==> src/rtl/dbg_trace_uart.sv <==
// Debug trace transmitter: snapshots CPU registers on each retire edge and
// streams them as a 14-byte 8N1 UART frame, with one pending slot of buffering.
module dbg_trace_uart #(
    parameter int unsigned CLKS_PER_BIT = 16
) (
    input  logic        clk,
    input  logic        reset_n,
    input  logic [15:0] dbg_pc,
    input  logic [15:0] dbg_sp,
    input  logic [15:0] dbg_AF,
    input  logic [15:0] dbg_BC,
    input  logic [15:0] dbg_DE,
    input  logic [15:0] dbg_HL,
    input  logic        dbg_instruction_retired,
    input  logic        dbg_halted,
    output logic        tx,
    output logic        busy,
    output logic        done,
    output logic [7:0]  drop_cnt
);

    localparam int unsigned CNT_W  = 16;
    localparam int unsigned PAY_W  = 104;
    localparam int unsigned FRM_W  = 112;
    localparam logic [7:0]       SYNC_BYTE = 8'hA5;
    localparam logic [3:0]       LAST_BYTE = 4'd13;
    localparam logic [CNT_W-1:0] LAST_CNT  = CNT_W'(CLKS_PER_BIT - 1);

    typedef enum logic [1:0] {
        ST_IDLE,
        ST_START,
        ST_DATA,
        ST_STOP
    } state_t;

    state_t             r_state;
    state_t             n_state;
    logic [CNT_W-1:0]   r_cnt;
    logic [CNT_W-1:0]   n_cnt;
    logic [2:0]         r_bit_idx;
    logic [2:0]         n_bit;
    logic [3:0]         r_byte_idx;
    logic [3:0]         n_byte;
    logic               r_tx;
    logic               n_tx;

    logic               r_ret_q;
    logic               r_act_valid;
    logic               r_act_halt;
    logic [FRM_W-1:0]   r_act_sh;
    logic               r_pend_valid;
    logic [PAY_W-1:0]   r_pend_data;
    logic [5:0]         r_seq;
    logic               r_drop_flag;
    logic [7:0]         r_drop_cnt;
    logic               r_halt_seen;
    logic               r_done;
    logic               r_busy;

    logic               w_last_cnt;
    logic               w_frame_end;
    logic               w_byte_adv;
    logic               w_capture;
    logic               w_pend_moves;
    logic               w_act_occ;
    logic               w_pend_occ;
    logic               w_cap_act;
    logic               w_cap_pend;
    logic               w_drop;
    logic               w_load_act;
    logic [PAY_W-1:0]   w_snap;
    logic [7:0]         w_cur_byte;
    logic [2:0]         w_bit_inc;

    assign w_last_cnt   = (r_cnt == LAST_CNT);
    assign w_frame_end  = (r_state == ST_STOP) && w_last_cnt && (r_byte_idx == LAST_BYTE);
    assign w_byte_adv   = (r_state == ST_STOP) && w_last_cnt && (r_byte_idx != LAST_BYTE);
    assign w_capture    = dbg_instruction_retired && !r_ret_q && !r_halt_seen;

    // A completing frame frees its slot before a same-cycle capture is placed
    assign w_pend_moves = w_frame_end && r_pend_valid;
    assign w_act_occ    = (r_act_valid && !w_frame_end) || w_pend_moves;
    assign w_pend_occ   = r_pend_valid && !w_frame_end;
    assign w_cap_act    = w_capture && !w_act_occ;
    assign w_cap_pend   = w_capture && w_act_occ && !w_pend_occ;
    assign w_drop       = w_capture && w_act_occ && w_pend_occ;
    assign w_load_act   = w_pend_moves || w_cap_act;

    assign w_snap     = {dbg_pc, dbg_sp, dbg_AF, dbg_BC, dbg_DE, dbg_HL,
                         dbg_halted, r_drop_flag, r_seq};
    assign w_cur_byte = r_act_sh[FRM_W-1 -: 8];
    assign w_bit_inc  = r_bit_idx + 3'd1;

    assign tx       = r_tx;
    assign busy     = r_busy;
    assign done     = r_done;
    assign drop_cnt = r_drop_cnt;

    // UART state register and bit/byte counters
    always_ff @(posedge clk or negedge reset_n) begin
        if (!reset_n) begin
            r_state    <= ST_IDLE;
            r_cnt      <= '0;
            r_bit_idx  <= '0;
            r_byte_idx <= '0;
            r_tx       <= 1'b1;
        end else begin
            r_state    <= n_state;
            r_cnt      <= n_cnt;
            r_bit_idx  <= n_bit;
            r_byte_idx <= n_byte;
            r_tx       <= n_tx;
        end
    end

    // UART next-state and next serial bit; a freshly loaded frame always starts with a start bit
    always_comb begin
        n_state = r_state;
        n_cnt   = r_cnt + 16'd1;
        n_bit   = r_bit_idx;
        n_byte  = r_byte_idx;
        n_tx    = r_tx;
        case (r_state)
            ST_IDLE: begin
                n_cnt = '0;
                n_tx  = 1'b1;
            end
            ST_START: begin
                if (w_last_cnt) begin
                    n_cnt   = '0;
                    n_bit   = '0;
                    n_state = ST_DATA;
                    n_tx    = w_cur_byte[0];
                end
            end
            ST_DATA: begin
                if (w_last_cnt) begin
                    n_cnt = '0;
                    if (r_bit_idx == 3'd7) begin
                        n_state = ST_STOP;
                        n_tx    = 1'b1;
                    end else begin
                        n_bit = w_bit_inc;
                        n_tx  = w_cur_byte[w_bit_inc];
                    end
                end
            end
            ST_STOP: begin
                if (w_last_cnt) begin
                    n_cnt = '0;
                    if (r_byte_idx == LAST_BYTE) begin
                        n_state = ST_IDLE;
                        n_tx    = 1'b1;
                    end else begin
                        n_byte  = r_byte_idx + 4'd1;
                        n_state = ST_START;
                        n_tx    = 1'b0;
                    end
                end
            end
            default: begin
                n_state = ST_IDLE;
            end
        endcase
        if (w_load_act) begin
            n_state = ST_START;
            n_cnt   = '0;
            n_bit   = '0;
            n_byte  = '0;
            n_tx    = 1'b0;
        end
    end

    // Active/pending snapshot slots; the active frame shifts out one byte per byte boundary
    always_ff @(posedge clk or negedge reset_n) begin
        if (!reset_n) begin
            r_act_valid  <= 1'b0;
            r_act_halt   <= 1'b0;
            r_act_sh     <= '0;
            r_pend_valid <= 1'b0;
            r_pend_data  <= '0;
        end else begin
            if (w_load_act) begin
                r_act_valid <= 1'b1;
                r_act_sh    <= {SYNC_BYTE, (w_pend_moves ? r_pend_data : w_snap)};
                r_act_halt  <= w_pend_moves ? r_pend_data[7] : dbg_halted;
            end else if (w_frame_end) begin
                r_act_valid <= 1'b0;
                r_act_halt  <= 1'b0;
            end else if (w_byte_adv) begin
                r_act_sh <= {r_act_sh[FRM_W-9:0], 8'h00};
            end

            if (w_cap_pend) begin
                r_pend_valid <= 1'b1;
                r_pend_data  <= w_snap;
            end else if (w_pend_moves) begin
                r_pend_valid <= 1'b0;
            end
        end
    end

    // Edge detect, sequence/drop bookkeeping, halt latch and status outputs
    always_ff @(posedge clk or negedge reset_n) begin
        if (!reset_n) begin
            r_ret_q     <= 1'b0;
            r_seq       <= '0;
            r_drop_flag <= 1'b0;
            r_drop_cnt  <= '0;
            r_halt_seen <= 1'b0;
            r_done      <= 1'b0;
            r_busy      <= 1'b0;
        end else begin
            r_ret_q <= dbg_instruction_retired;
            if (w_cap_act || w_cap_pend) begin
                r_seq       <= r_seq + 6'd1;
                r_drop_flag <= 1'b0;
                if (dbg_halted) begin
                    r_halt_seen <= 1'b1;
                end
            end
            if (w_drop) begin
                r_drop_flag <= 1'b1;
                if (r_drop_cnt != 8'hFF) begin
                    r_drop_cnt <= r_drop_cnt + 8'd1;
                end
            end
            if (w_frame_end && r_act_halt) begin
                r_done <= 1'b1;
            end
            r_busy <= w_act_occ || w_cap_act || w_pend_occ || w_cap_pend;
        end
    end

endmodule

==> config.mk <==
export PLATFORM = sky130hd
export DESIGN_NAME = dbg_trace_uart
export DESIGN_NICKNAME = d
export VERILOG_FILES = /design/src/rtl/dbg_trace_uart.sv
export SDC_FILE = /design/constraint.sdc
export NUM_CORES = 1
export LEC_CHECK = 0
export CORE_MARGIN = 10
export CORE_UTILIZATION = 60
export DETAILED_ROUTE_END_ITERATION = 10
export PLACE_DENSITY = 0.83
export SLEW_MARGIN = 5
export SYNTH_ARGS = -nofsm -noshare
export SYNTH_HDL_FRONTEND = slang
export SYNTH_SLANG_ARGS = --single-unit
==> constraint.sdc <==
create_clock -name clk -period 4.1 [get_ports clk]
set_input_delay 1.025 -clock clk [delete_from_list [all_inputs] [get_ports clk]]
set_output_delay 1.025 -clock clk [all_outputs]
set_load 0.02 [all_outputs]
Word level (Yosys, flattened, before mapping). Cells that the tools add are included.

Register bits after elaboration: 264. Bits of input ports: 100.

$lt $le $gt $ge: 1. Add/subtract/negate cells: 5. Multiplexer cells: 40. Eq/ne operators: 15. Reduce and logical (&&, ||, !) cells: 41.

Operator list (number): 112-bit two-way mux (3); 104-bit two-way mux (1); 16-bit two-way mux (2); 16-bit case mux with 2 select lines (1); 16-bit by 1-bit adder with 16-bit output, second input constant (1); 16-bit by 4-bit == test with 1-bit output, second input constant (1); 1-bit two-way mux (16); 4-bit two-way mux (4); 3-bit inequality test, second input constant (5); 1-bit logical AND (13); 3-bit two-way mux (4); 2-bit nonzero test (6); 2-bit two-way mux (5); 8-bit by 1-bit adder with 8-bit output, second input constant (1); 8-bit inequality test, second input constant (1); 6-bit by 1-bit adder with 6-bit output, second input constant (1); 1-bit logical OR (6); 2-bit case mux with 3 select lines (1); 3-bit case mux with 2 select lines (1); 2-bit AND reduction (3); 3-bit AND reduction (2); 1-bit zero test (5); 5-bit AND reduction (1); 4-bit by 1-bit adder with 4-bit output, second input constant (1); 16 further kinds (17).

Depth between registers and ports, before layout. Gate-level depths: netlist of run 1.

Depth in word-level cells: 11. Gate-level depth with buffers: 10.

Least setup slack after synthesis of run 1. Ideal clock, no wire load.

Path kind: input-to-reg. Start point: input port dbg_instruction_retired. End point: register r_cnt[10]. Arrival: 2.075 ns. Library setup time: 0.132 ns. Data required time: 3.968 ns. Stages: 5. Setup slack: 1.893 ns. Path through: nor3b_1 > nand2b_1 > o211ai_1 > clkbuf_1 > nor2_1.

Word-level cells in the longest chain between the ends: 5.

RTL lines: from (decl) (RTL line 14) `input logic dbg_instruction_retired,`; 1-bit logical AND (2 in a row) (RTL line 78) `assign w_capture = dbg_instruction_retired && !r_ret_q && !r_halt_seen;`; 1-bit logical AND (RTL line 84) `assign w_cap_act = w_capture && !w_act_occ;`; 1-bit logical OR (RTL line 87) `assign w_load_act = w_pend_moves || w_cap_act;`; 16-bit two-way mux (RTL line 165) `if (w_load_act) begin`; net n_cnt[10] (RTL line 39) `logic [CNT_W-1:0] n_cnt;`; to (signal assigned) (RTL line 109) `r_cnt <= n_cnt;`; to (decl) (RTL line 38) `logic [CNT_W-1:0] r_cnt;`.

The timed path passes the listed nets, and every way through them passes these cells. A chain may end at the register's enable or synchronous reset.

Worst setup path in the final report of run 1.
Start point: register r_cnt[0]. End point: register r_act_sh[91].

Word-level cells in the longest chain between the ends: 11. Elaborated cells between the ends (all ways): 16. Those cells by class: eq/ne (2); mux (2); reduce/logical (12).

RTL lines: 16-bit by 4-bit == test with 1-bit output * (RTL line 75) `assign w_last_cnt = (r_cnt == LAST_CNT);`; 1-bit logical AND * (RTL line 76, 77); 1-bit logical AND (RTL line 76) `assign w_frame_end = (r_state == ST_STOP) && w_last_cnt && (r_byte_idx == LAST_BYTE);`; 1-bit zero test (RTL line 82) `assign w_act_occ = (r_act_valid && !w_frame_end) || w_pend_moves;`; 1-bit logical AND (RTL line 82); 1-bit logical OR (RTL line 82); 1-bit zero test (RTL line 84); 1-bit logical AND (RTL line 84); 1-bit logical OR (RTL line 87); 2-bit by 1-bit inequality test with 1-bit output (no source line) or 2-bit nonzero test (tied branches); 2-bit AND reduction (no source line); to (signal assigned) (RTL line 185) `r_act_sh <= {SYNC_BYTE, (w_pend_moves ? r_pend_data : w_snap)};`; to (signal assigned) (RTL line 191) `r_act_sh <= {r_act_sh[FRM_W-9:0], 8'h00};`; to (decl) (RTL line 50) `logic [FRM_W-1:0] r_act_sh;`.

Every way passes the cells marked *; elsewhere a longest branch is shown, timed or not.

==> out/metrics.csv, run 1 <==
metric,value,unit
DRC Markers,0,
max-cap check violation count,0,
RD Place Congestion,0.803,
Nets,1152,
hold path start,tx,
sequential fraction of the synthesis area,52.9,%
"Reg clk slew, reported paths",0.06,ns
synthesized cell area,0.0125,sq mm
cts bufs inserted,28,
Crit. End Element,flop,
r2r setup slk,0.99,ns
buffer count from post-CTS setup fixing,0,
max-slew violation count,0,
Die Span Y,164,um
row cnt,52,
fin crit period,3.11,ns
PortBufs,110,
pin slew with the least headroom to its limit,0.910,ns
area of the multi-input gates,0.00554,sq mm
clk sinks,264,
worst reg2reg path startpoint,r_cnt[0],
period utilisation layout,75.9,%
worst path bufs/invs,1,
initial antenna violation count,0,
CTS H-tree lvls,1,
CP arrival,3.51,ns
first drt pass iteration count,4,
Seq. cell area,0.00661,sq mm
clock latency on the worst-skew pair,0.54,ns
Via density,5.69,
Starting DRT DRC Count,429,
CP peak stage delay,0.76,ns
total core area,0.0204,sq mm
share of cells above drive strength 1,13.2,%
RSZ-0062 raised after global routing,false,
largest net degree at the start of global routing,114,
Clock Skew,0.0196,ns
Synth Register Bits,264,
Post-synth top flop,dfrtp_1,
die area,0.0270,sq mm
Post-synth EDFFs,0,
Post-Synthesis Cells,938,
Syn Nets,1045,
Worst R2R End,r_act_sh[91],
first-pass GRT wire length,42500,um
DP HPWL,17200,um
power per cell area,427,mW/mm^2
synthesized area per cell,13.3,sq um
peak supply drop,0.000402,V
Max-slew headroom,39.3,%
Fmax achieved,321,MHz
CTS Hold Bufs,0,
hold path cells,2,
Wirelength per Cell,19.0,um
"Area growth, synth to finish",19.0,%
"Hold Vio Cnt, Final",0,
Static Leakage,7.27,nW
Worst Path Required,4.49,ns
GRT overflow,0,
final hold slack,0.481,ns
Worst path most repeated cell,mux2i_1,
"delay-heaviest family, CP",simple AND/OR/NAND/NOR gates,
CTS resizes,0,
fillers,1412,
CP Cell Sequence,ha_1 > and3_1 > nand4_4 > or2_4 > buf_4 > mux2i_1 > mux2i_1,
CTS Buffer Depth,3,
WHS Endpoint,tx,
setup violators final,0,
GRT Util Overall,19.2,%
DR vias,7609,
kind of critical path,reg2reg,
vias in the first global route,8160,
Worst path slowest cell,or2_4,
CP Launch Type,flop,
Sum Neg Setup Slack,0,ns
Routed Antenna Nets,0,
run status,finished clean,
synth unique cells,50,
CP Max Fanout,47,
Worst Hold Class,reg2reg,
Initial Util,61.4,%
die width,164,um
CTS Root Cell,clkbuf_16,
worst r2r path cells,7,
final WL,25400,um
Post-synth ARST share,100,%
Ports,111,
ANT cells,0,
CTS tree,built,
YS warnings,0,
[cell families (layout without fill, tap and decap cells)]
logic type,count (synthesis),in the layout,share of synthesized area (%)
xor gates and xnor gates,28,28,1.96
muxes,401,401,33.4
adders and majority gates,7,7,0.701
AOI/OAI and AO/OA,47,47,2.70
DFF,264,264,52.9
and+or+nand+nor,126,126,5.40
buffers and inverters,65,194,2.97
[per-stage QoR]
stage	setup WS, ns	cells	instance area [sq um]	utilization [%]	power (mW)
floorplan	1.89	938	12500	-	3.39
CTS	1.01	1337	14900	73.0	6.41
detailed placement	0.742	1285	13900	68.1	3.70
global route	0.822	1337	14900	73.0	6.62
global placement	0.848	1285	13900	68.1	3.65
finish	0.988	1337	14900	73.0	6.35
[cell type report]
cell class / instances / share of cell area, %
multi-input cells: 609 / 37.3
inverters: 12 / 0.303
clock inverters: 6 / 0.951
clock buffers: 46 / 5.84
well taps: 270 / 2.27
repair buffers: 130 / 8.95
flip-flops and latches: 264 / 44.4
[Yosys cell counts (3+ instances only)]
cell type / number / area share (%)
ha_1: 7 / 0.70
inv_1: 12 / 0.36
clkbuf_1: 9 / 0.27
xor2_1: 10 / 0.70
nor2_1: 30 / 0.90
nor3_1: 9 / 0.36
buf_2: 24 / 0.96
o21ai_0: 8 / 0.32
mux2_2: 58 / 5.2
and3_1: 15 / 0.75
nor3b_1: 3 / 0.18
nand2_1: 28 / 0.84
buf_4: 13 / 0.78
nand3_1: 21 / 0.84
nor4_4: 3 / 0.51
buf_6: 6 / 0.54
a221o_1: 7 / 0.56
nand4_1: 4 / 0.20
a21oi_1: 11 / 0.44
dfrtp_1: 263 / 53
mux2_1: 51 / 4.6
xnor2_1: 18 / 1.3
a211oi_1: 3 / 0.18
o211ai_1: 4 / 0.24
mux2i_1: 290 / 23
or2_2: 3 / 0.15
[state kept, by name (all words and copies together) (netlist names), 2 cells and up]
signal / cells
drop_cnt: 8
r_act_sh: 112
r_bit_idx: 3
r_byte_idx: 4
r_cnt: 16
r_pend_data: 104
r_seq: 6
r_state: 2
[routing by layer]
layer / vias to the layer above / wire length, um / track usage, %
li1: 3616 / - / -
met1: 3838 / 11900 / 26.4
met2: 123 / 12100 / 31.4
met3: 32 / 1010 / 3.25
met4: 0 / 425 / 3.94
met5: - / 0 / 0
[report_power, final]
group | switching (mW) | total [mW] | leakage, nW | internal (mW)
clock | 1.01 | 2.70 | 0.494 | 1.69
sequential | 0.175 | 3.08 | 2.96 | 2.90
combinational | 0.232 | 0.577 | 3.81 | 0.346
total | 1.41 | 6.35 | 7.27 | 4.94
[worst min-delay path, delay by kind of cell (launching register included)]
| family | cells | cell delay [ns] |
|---|---|---|
| flops | 1 | 0.36 |
| compound gates | 1 | 0.06 |
| buf+inv | 1 | 0.05 |
[how the worst max path moves through the flow]
stage,endpoint,startpoint,depth (start not counted),slack [ns]
finish,r_act_sh[91],r_cnt[0],7,0.99
global route,r_act_sh[91],r_cnt[0],7,0.82
CTS,r_act_sh[91],r_cnt[0],7,1.01
detailed placement,r_act_sh[52],dbg_instruction_retired,6,0.74
global placement,r_act_sh[53],dbg_instruction_retired,6,0.85
floorplan,r_cnt[10],dbg_instruction_retired,5,1.89
[cell usage in the layout (no fill, tap or decap), types with 15 or more instances in the layout]
| master | Yosys | layout |
|---|---|---|
| mux2_2 | 58 | 58 |
| nand2_1 | 28 | 27 |
| xnor2_1 | 18 | 18 |
| clkdlybuf4s50_1 | 0 | 109 |
| clkbuf_16 | 0 | 28 |
| mux2_1 | 51 | 51 |
| dfrtp_1 | 263 | 263 |
| nand3_1 | 21 | 21 |
| mux2i_1 | 290 | 290 |
| nor2_1 | 30 | 30 |
| and3_1 | 15 | 15 |
Note: power is estimated with default switching activity, not from simulation.
==> run 2, diff against run 1 <==
- CORE_UTILIZATION: 60 -> 58
- PLACE_DENSITY: 0.83 -> 0.8
- clock period: 4.1 -> 2.97 ns (I/O delays scaled with it)
==> out/metrics.csv, run 2 (same netlist as run 1, synthesis figures left out) <==
metric,value,unit
Initial Util,59.3,%
first-pass GRT wire length,42800,um
Static Leakage,7.29,nW
CTS tree,built,
ANT cells,0,
Crit. End Element,flop,
setup violators final,0,
Non-Filler Instances,1346,
RD Place Congestion,0.770,
peak supply drop,0.000470,V
P_sw,1.94,mW
CTS resizes,0,
CP arrival,3.00,ns
die width,167,um
CP Max Fanout,34,
DR vias,7629,
kind of critical path,reg2reg,
cts bufs inserted,28,
max reg flops,112,
"delay-heaviest family, CP",simple AND/OR/NAND/NOR gates,
Int Pwr,6.49,mW
buffer count from post-CTS setup fixing,0,
first drt pass iteration count,4,
"Hold Vio Cnt, Final",0,
sw frac,23.0,%
"commonest non-fill, non-tap cell in the layout",mux2i_1,
final WL,25600,um
largest registers,"r_act_sh x112, r_pend_data x104, r_cnt x16",
PortBufs,110,
Sum Neg Setup Slack,0,ns
clock power share,40.2,%
RSZ-0062 raised after global routing,false,
"Reg clk slew, reported paths",0.06,ns
DP HPWL,17400,um
GRT Util Overall,18.2,%
power per cell area,565,mW/mm^2
"Area growth, synth to finish",19.3,%
Worst Hold Class,in2async,
GRT overflow,0,
CP Launch Type,flop,
Via density,5.67,
Worst Path Required,3.36,ns
Worst R2R End,r_act_sh[57],
row cnt,53,
die area,0.0278,sq mm
CTS Buffer Depth,3,
Routed Antenna Nets,0,
clk sinks,264,
worst reg2reg path startpoint,r_cnt[0],
Worst path most repeated cell,mux2i_1,
Worst path slowest cell,or2_4,
CTS Hold Bufs,0,
Final WS setup,0.357,ns
period utilisation layout,88.0,%
Fmax achieved,383,MHz
Setup WS pre-CTS,0.244,ns
CP peak stage delay,0.63,ns
fin crit period,2.61,ns
pin slew with the least headroom to its limit,0.679,ns
CTS Root Cell,clkbuf_16,
worst r2r path cells,7,
final hold slack,0.178,ns
vias in the first global route,8068,
placed cells,1296,
register with the most flip-flops,r_act_sh,
Ports,111,
clock latency on the worst-skew pair,0.53,ns
initial antenna violation count,0,
r2r setup slk,0.36,ns
Die Span Y,167,um
CTS H-tree lvls,1,
Wirelength per Cell,19.0,um
CP Cell Sequence,ha_1 > and3_1 > nand4_4 > or2_4 > buf_12 > mux2i_1 > mux2i_1,
Clock Skew,0.0118,ns
max-slew violation count,0,
share of cells above drive strength 1,13.8,%
Starting DRT DRC Count,430,
Max-slew headroom,54.7,%
run status,finished clean,
worst path bufs/invs,1,
max-cap check violation count,0,
combinational share of power,9.5,%
total core area,0.0211,sq mm
most frequent cells in the layout,"mux2i_1, dfrtp_1, clkdlybuf4s50_1",
Nets,1158,
sequential power share,50.4,%
largest net degree at the start of global routing,82,
DRC Markers,0,
-- run 2: changes by cell type in the layout (fill, tap and decap cells not counted), sizes merged --
| cell | delta |
|---|---|
| clkinv | +4 |
| buf | +6 |
| inv | +1 |
| clkbuf | -3 |
| bufinv | -4 |
-- run 2: metrics by stage --
step | util, % | power, mW | area [sq um]
after global routing | 70.7 | 8.79 | 14900
after detailed placement | 66.4 | 5.11 | 14000
after floorplan | - | 4.68 | 12500
after CTS | 70.7 | 8.49 | 14900
final | 70.7 | 8.42 | 14900
after global placement | 66.4 | 5.05 | 14000
-- run 2: worst max path at each step --
stage / from / endpoint / slack, ns / depth (start not counted)
after floorplan: r_cnt[0] / r_pend_data[83] / 0.82 / 8
after global placement: dbg_instruction_retired / r_pend_data[40] / 0.37 / 5
after detailed placement: dbg_instruction_retired / r_bit_idx[2] / 0.24 / 5
after CTS: r_cnt[0] / r_act_sh[57] / 0.33 / 7
after global routing: r_cnt[0] / r_act_sh[57] / 0.15 / 7
final: r_cnt[0] / r_act_sh[57] / 0.36 / 7
-- run 2: cell type report --
cell class / count / area [sq um]
Inverter: 12 / 45.0
Sequential cell: 264 / 6610
Tap cell: 275 / 344
Multi-Input combinational cell: 609 / 5540
Clock buffer: 43 / 868
Clock inverter: 7 / 38.8
Timing Repair Buffer: 136 / 1460
Fill cell: 1520 / 6180
-- run 2: power groups by stage --
stage,sequential (mW),clock [mW],combinational (mW)
after CTS,4.24,3.44,0.815
after floorplan,4.28,0,0.400
after global placement,4.27,0,0.775
after global routing,4.30,3.61,0.885
final,4.24,3.38,0.796
after detailed placement,4.30,0,0.810
-- run 2: worst register-to-register path: stages, from the launching register on --
cell and delay (ns):
dfrtp_1 0.41, ha_1 0.25, and3_1 0.28, nand4_4 0.22, or2_4 0.63, buf_12 0.32, mux2i_1 0.24, mux2i_1 0.12
-- run 2: metal layers --
metal / up-vias / routed length, um / global-route usage [%]
met5: - / 0 / 0
met3: 27 / 926 / 3.34
li1: 3615 / - / -
met1: 3866 / 12000 / 25.2
met2: 121 / 12300 / 29.4
met4: 0 / 383 / 3.40
==> RTL change 1, RTL diff (config.mk and constraints of run 2) <==
`CNT_W`: 16 -> 20.
--- a/src/rtl/dbg_trace_uart.sv
+++ b/src/rtl/dbg_trace_uart.sv
@@ -19,7 +19,7 @@
     output logic [7:0]  drop_cnt
 );
 
-    localparam int unsigned CNT_W  = 16;
+    localparam int unsigned CNT_W  = 20;
     localparam int unsigned PAY_W  = 104;
     localparam int unsigned FRM_W  = 112;
     localparam logic [7:0]       SYNC_BYTE = 8'hA5;
Formal check against the unedited RTL: no difference found for any inputs over 10 cycles, from zero or initial values and one cycle with reset_n low; that may be too few to reach the edited logic, so the function may still have changed.
==> RTL change 1 against run 2 <==
- wire length is 19% higher
- synthesized cell count rose by 26%
- setup slack worse by 0.12 ns
- sequential cell count grew 4
- via count increased by 22%
- area after synthesis up 1.7%
- cell area rose by 1.3%
- critical path type unchanged
Power is not compared: it rests on default switching activity, and its combinational part moved more than twofold at a synthesized area within 25%.
==> RTL change 1: results <==
outcome:
  outcome: "complete, no violations"
grt:
  grtUsageMet3_pct: 3.17
  track_usage_pct: 20.9
  met1_usage_pct: 28.3
  antenna_found_initial: 1
  grt_pass1_wl_microns: 50000
  grt_max_degree: 104
  first_global_vias: 9495
layout:
  layout.nets: 1374
  top_regs: "r_act_sh x112, r_pend_data x104, r_cnt x20"
  drive_gt1_share_pct: 15.6
  fillers: 1562
routing:
  vias_per_cell: 5.97
  wl_met1_microns: 13200
  wl_met2_microns: 15000
  dr.pass1.iters: 5
  wl_met3_microns: 1560
setup_path:
  slowest_stage: "buf_4"
  worstPathArrival_ns: 3.15
  cp_max_fo: 37
synth:
  syn_nets: 1288
  synth.avg_cell_area_sq_um: 10.8
  synth_commonest_cells: "267 x dfrtp_1, 228 x nand2_1, 99 x a31oi_1"
timing:
  fin_skew_ns: 0.00715
placement:
  dp_hpwl_microns: 19100
==> RTL change 1: cells by family after synthesis <==
family	count (synthesis)	share of synthesized area, %
flip-flops	268	52.8
XOR/XNOR	34	2.34
adder cells (fa/ha/maj)	7	0.689
AO/OA/AOI/OAI	229	12.4
multiplexers	111	11.8
buffers and inverters	93	3.39
AND/OR/NAND/NOR	439	16.6
==> RTL change 1: path summary, 6_finish.rpt <==
path	from	end	slack, ns	cells after the start
min in group clk	r_halt_seen	r_halt_seen	0.49	1
max	r_cnt[15]	r_pend_data[62]	0.23	7
min reg2reg	r_halt_seen	r_halt_seen	0.49	1
max in group asynchronous	reset_n	r_pend_data[18]	2.12	2
min	reset_n	r_pend_data[90]	0.10	1
max reg2reg	r_cnt[15]	r_pend_data[62]	0.23	7
==> RTL change 1: power breakdown <==
group          total (W)  switching [W]  internal (W)  leakage [nW]
Sequential       0.00617        0.00100       0.00517          3.32
Clock            0.00350        0.00142       0.00208         0.444
Combinational    0.00270        0.00109       0.00161          2.93
Total             0.0124        0.00351       0.00886          6.69
==> RTL change 1: worst max-delay path: cells and delay by family, from the launching register on <==
| family | cells | cell delay, ns |
|---|---|---|
| flip-flops | 1 | 0.43 |
| AO/OA/AOI/OAI | 2 | 0.46 |
| buffers and inverters | 1 | 0.62 |
| AND/OR/NAND/NOR | 3 | 0.71 |
| multiplexers | 1 | 0.36 |
==> RTL change 1: cell type report <==
cell class / instances / area (sq um) / share of cell area, %
Antenna cell: 1 / 2.50 / 0.0166
Timing Repair Buffer: 142 / 1500 / 9.91
Multi-Input combinational cell: 820 / 5610 / 37.2
Inverter: 6 / 22.5 / 0.149
Clock inverter: 6 / 86.3 / 0.572
Tap cell: 280 / 350 / 2.32
Sequential cell: 268 / 6710 / 44.4
Clock buffer: 42 / 825 / 5.46
==> RTL change 2, RTL diff (settings of run 2) <==
Made on the original files. Re-encode `state_t` (4 states) as one-hot, 4 bits wide.
--- a/src/rtl/dbg_trace_uart.sv
+++ b/src/rtl/dbg_trace_uart.sv
@@ -26,11 +26,11 @@
     localparam logic [3:0]       LAST_BYTE = 4'd13;
     localparam logic [CNT_W-1:0] LAST_CNT  = CNT_W'(CLKS_PER_BIT - 1);
 
-    typedef enum logic [1:0] {
-        ST_IDLE,
-        ST_START,
-        ST_DATA,
-        ST_STOP
+    typedef enum logic [3:0] {
+        ST_IDLE  = 4'b0001,
+        ST_START = 4'b0010,
+        ST_DATA  = 4'b0100,
+        ST_STOP  = 4'b1000
     } state_t;
 
     state_t             r_state;
Function: no difference found for any inputs over 10 cycles, from zero or initial values and one cycle with reset_n low; not proved beyond that.
==> RTL change 2 against run 2 <==
- wire length grew 15%
- setup slack lost 0.032 ns
- via count up 12%
- cell area shrank 3.2%
- area after synthesis is 4.9% lower
- power is 1.2% higher
- sequential cell count increased by 2
- non-clock buffer count rose by 12
- largest power group unchanged
==> RTL change 2: results <==
synth:
  ys_seq_area_share_pct: 56.0
  synth.distinct_cells: 52
  synth_area_leaders: "dfrtp_1 56%, a221o_1 8.0%, mux2_4 7.6%, mux2_2 4.5%, o22ai_1 4.2%"
  synth_ff_type: "dfrtp_1"
  synth_commonest_cells: "264 x dfrtp_1, 95 x a221o_1, 95 x nand2_1"
  async_reset_ff_share_pct: 100
  syn_nets: 1071
layout:
  fillers: 1344
  top_regs: "r_act_sh x112, r_pend_data x104, r_cnt x16"
  layout.nets: 1180
  drive_gt1_share_pct: 19.0
grt:
  grt_max_degree: 84
  first_global_vias: 8883
  track_usage_pct: 21.9
  antenna_found_initial: 0
  grt_pass1_wl_microns: 47700
clocking:
  cts_post_setup_buffers_inserted: 0
  h-tree-depth: 1
  cts_buffers: 28
  clockBufferDepth: 3
  post_cts_resized: 0
  root_buffer: "clkbuf_16"
power_and_ir_drop:
  sw_frac_of_total_pct: 23.1
  worst_ir_drop_vdd_mv: 0.422
  p_leak_nw: 6.41
timing:
  fin_skew_ns: 0.00864
  max-slew-margin-rel_pct: 43.1
  slew_viol_final: 0
outcome:
  outcome: "complete, no violations"
placement:
  io_buffers: 110
  place_congestion: 0.865
  post-place-ws_ns: -0.0107
  dp_hpwl_microns: 19100
setup_path:
  path_delay_family: "simple AND/OR/NAND/NOR gates"
  worstPathArrival_ns: 3.06
  slowest_delay_ns: 0.44
  cp_max_fo: 35
  slowest_stage: "nor4_1"
  reg2reg_depth: 6
routing:
  vias: 8551
  post_drt_wl_per_cell_microns: 21.5
  drt_first_iter_violations: 796
  dr.pass1.iters: 5
min_path:
  hold_path_class: "in -> async"
flow_run:
  cap_violations: 0
RTL change 2: worst paths after layout:
| kind | to | start | slack, ns |
|---|---|---|---|
| worst min register to register | r_halt_seen | r_halt_seen | 0.48 |
| max in group asynchronous | tx | reset_n | 1.96 |
| min in group clk | r_halt_seen | r_halt_seen | 0.48 |
| worst max-delay path | r_pend_data[17] | r_cnt[8] | 0.33 |
| worst min-delay path | r_pend_data[60] | reset_n | 0.21 |
| worst max register to register | r_pend_data[17] | r_cnt[8] | 0.33 |
RTL change 2: cell type report:
type / count / area share [%]
sequential: 266 / 46.1
clock buffer: 45 / 6.28
inverter: 18 / 0.468
timing repair buffer: 148 / 10.9
multi-input combinational: 611 / 33.7
tap: 270 / 2.34
clock inverter: 6 / 0.208
RTL change 2: worst reg2reg max path: cells and delay by family (launching register included):
| kind | cells | cell delay [ns] |
|---|---|---|
| buffers and inverters | 1 | 0.26 |
| AO/OA/AOI/OAI | 2 | 0.65 |
| flip-flops | 1 | 0.43 |
| multiplexers | 1 | 0.39 |
| AND/OR/NAND/NOR | 2 | 0.79 |
RTL change 2: power by group through the flow:
stage	Clock, W	Sequential [W]	Combinational (W)
2_1_floorplan	0	0.00419	0.000465
3_3_place_gp	0	0.00420	0.000881
3_5_place_dp	0	0.00421	0.000911
4_1_cts	0.00350	0.00415	0.000920
5_1_grt	0.00364	0.00420	0.000988
6_report	0.00345	0.00416	0.000909
RTL change 2: cells by family after synthesis:
| family | synth area share (%) |
|---|---|
| adder cells (fa/ha/maj) | 0.736 |
| flip-flops | 56.0 |
| XOR/XNOR | 2.06 |
| buffers and inverters | 3.35 |
| multiplexers | 12.7 |
| AND/OR/NAND/NOR | 8.81 |
| AO/OA/AOI/OAI | 16.4 |
RTL change 2: layer usage:
layer	vias up	global-route usage, %	share of wire (%)
met5	-	0	0
met4	0	6.93	2.9
met3	56	3.42	6.2
met2	316	34.6	48
met1	4320	30.4	43
li1	3859	-	-
RTL change 2: metrics by stage:
step                      instance area, sq um  total power, W  utilization, %  std cells
after global routing                     14400         0.00883            71.3       1364
after global placement                   13500         0.00508            66.7       1313
after CTS                                14400         0.00858            71.3       1364
after detailed placement                 13500         0.00512            66.7       1313
final                                    14400         0.00852            71.3       1364
after floorplan                          11900         0.00466               -        964
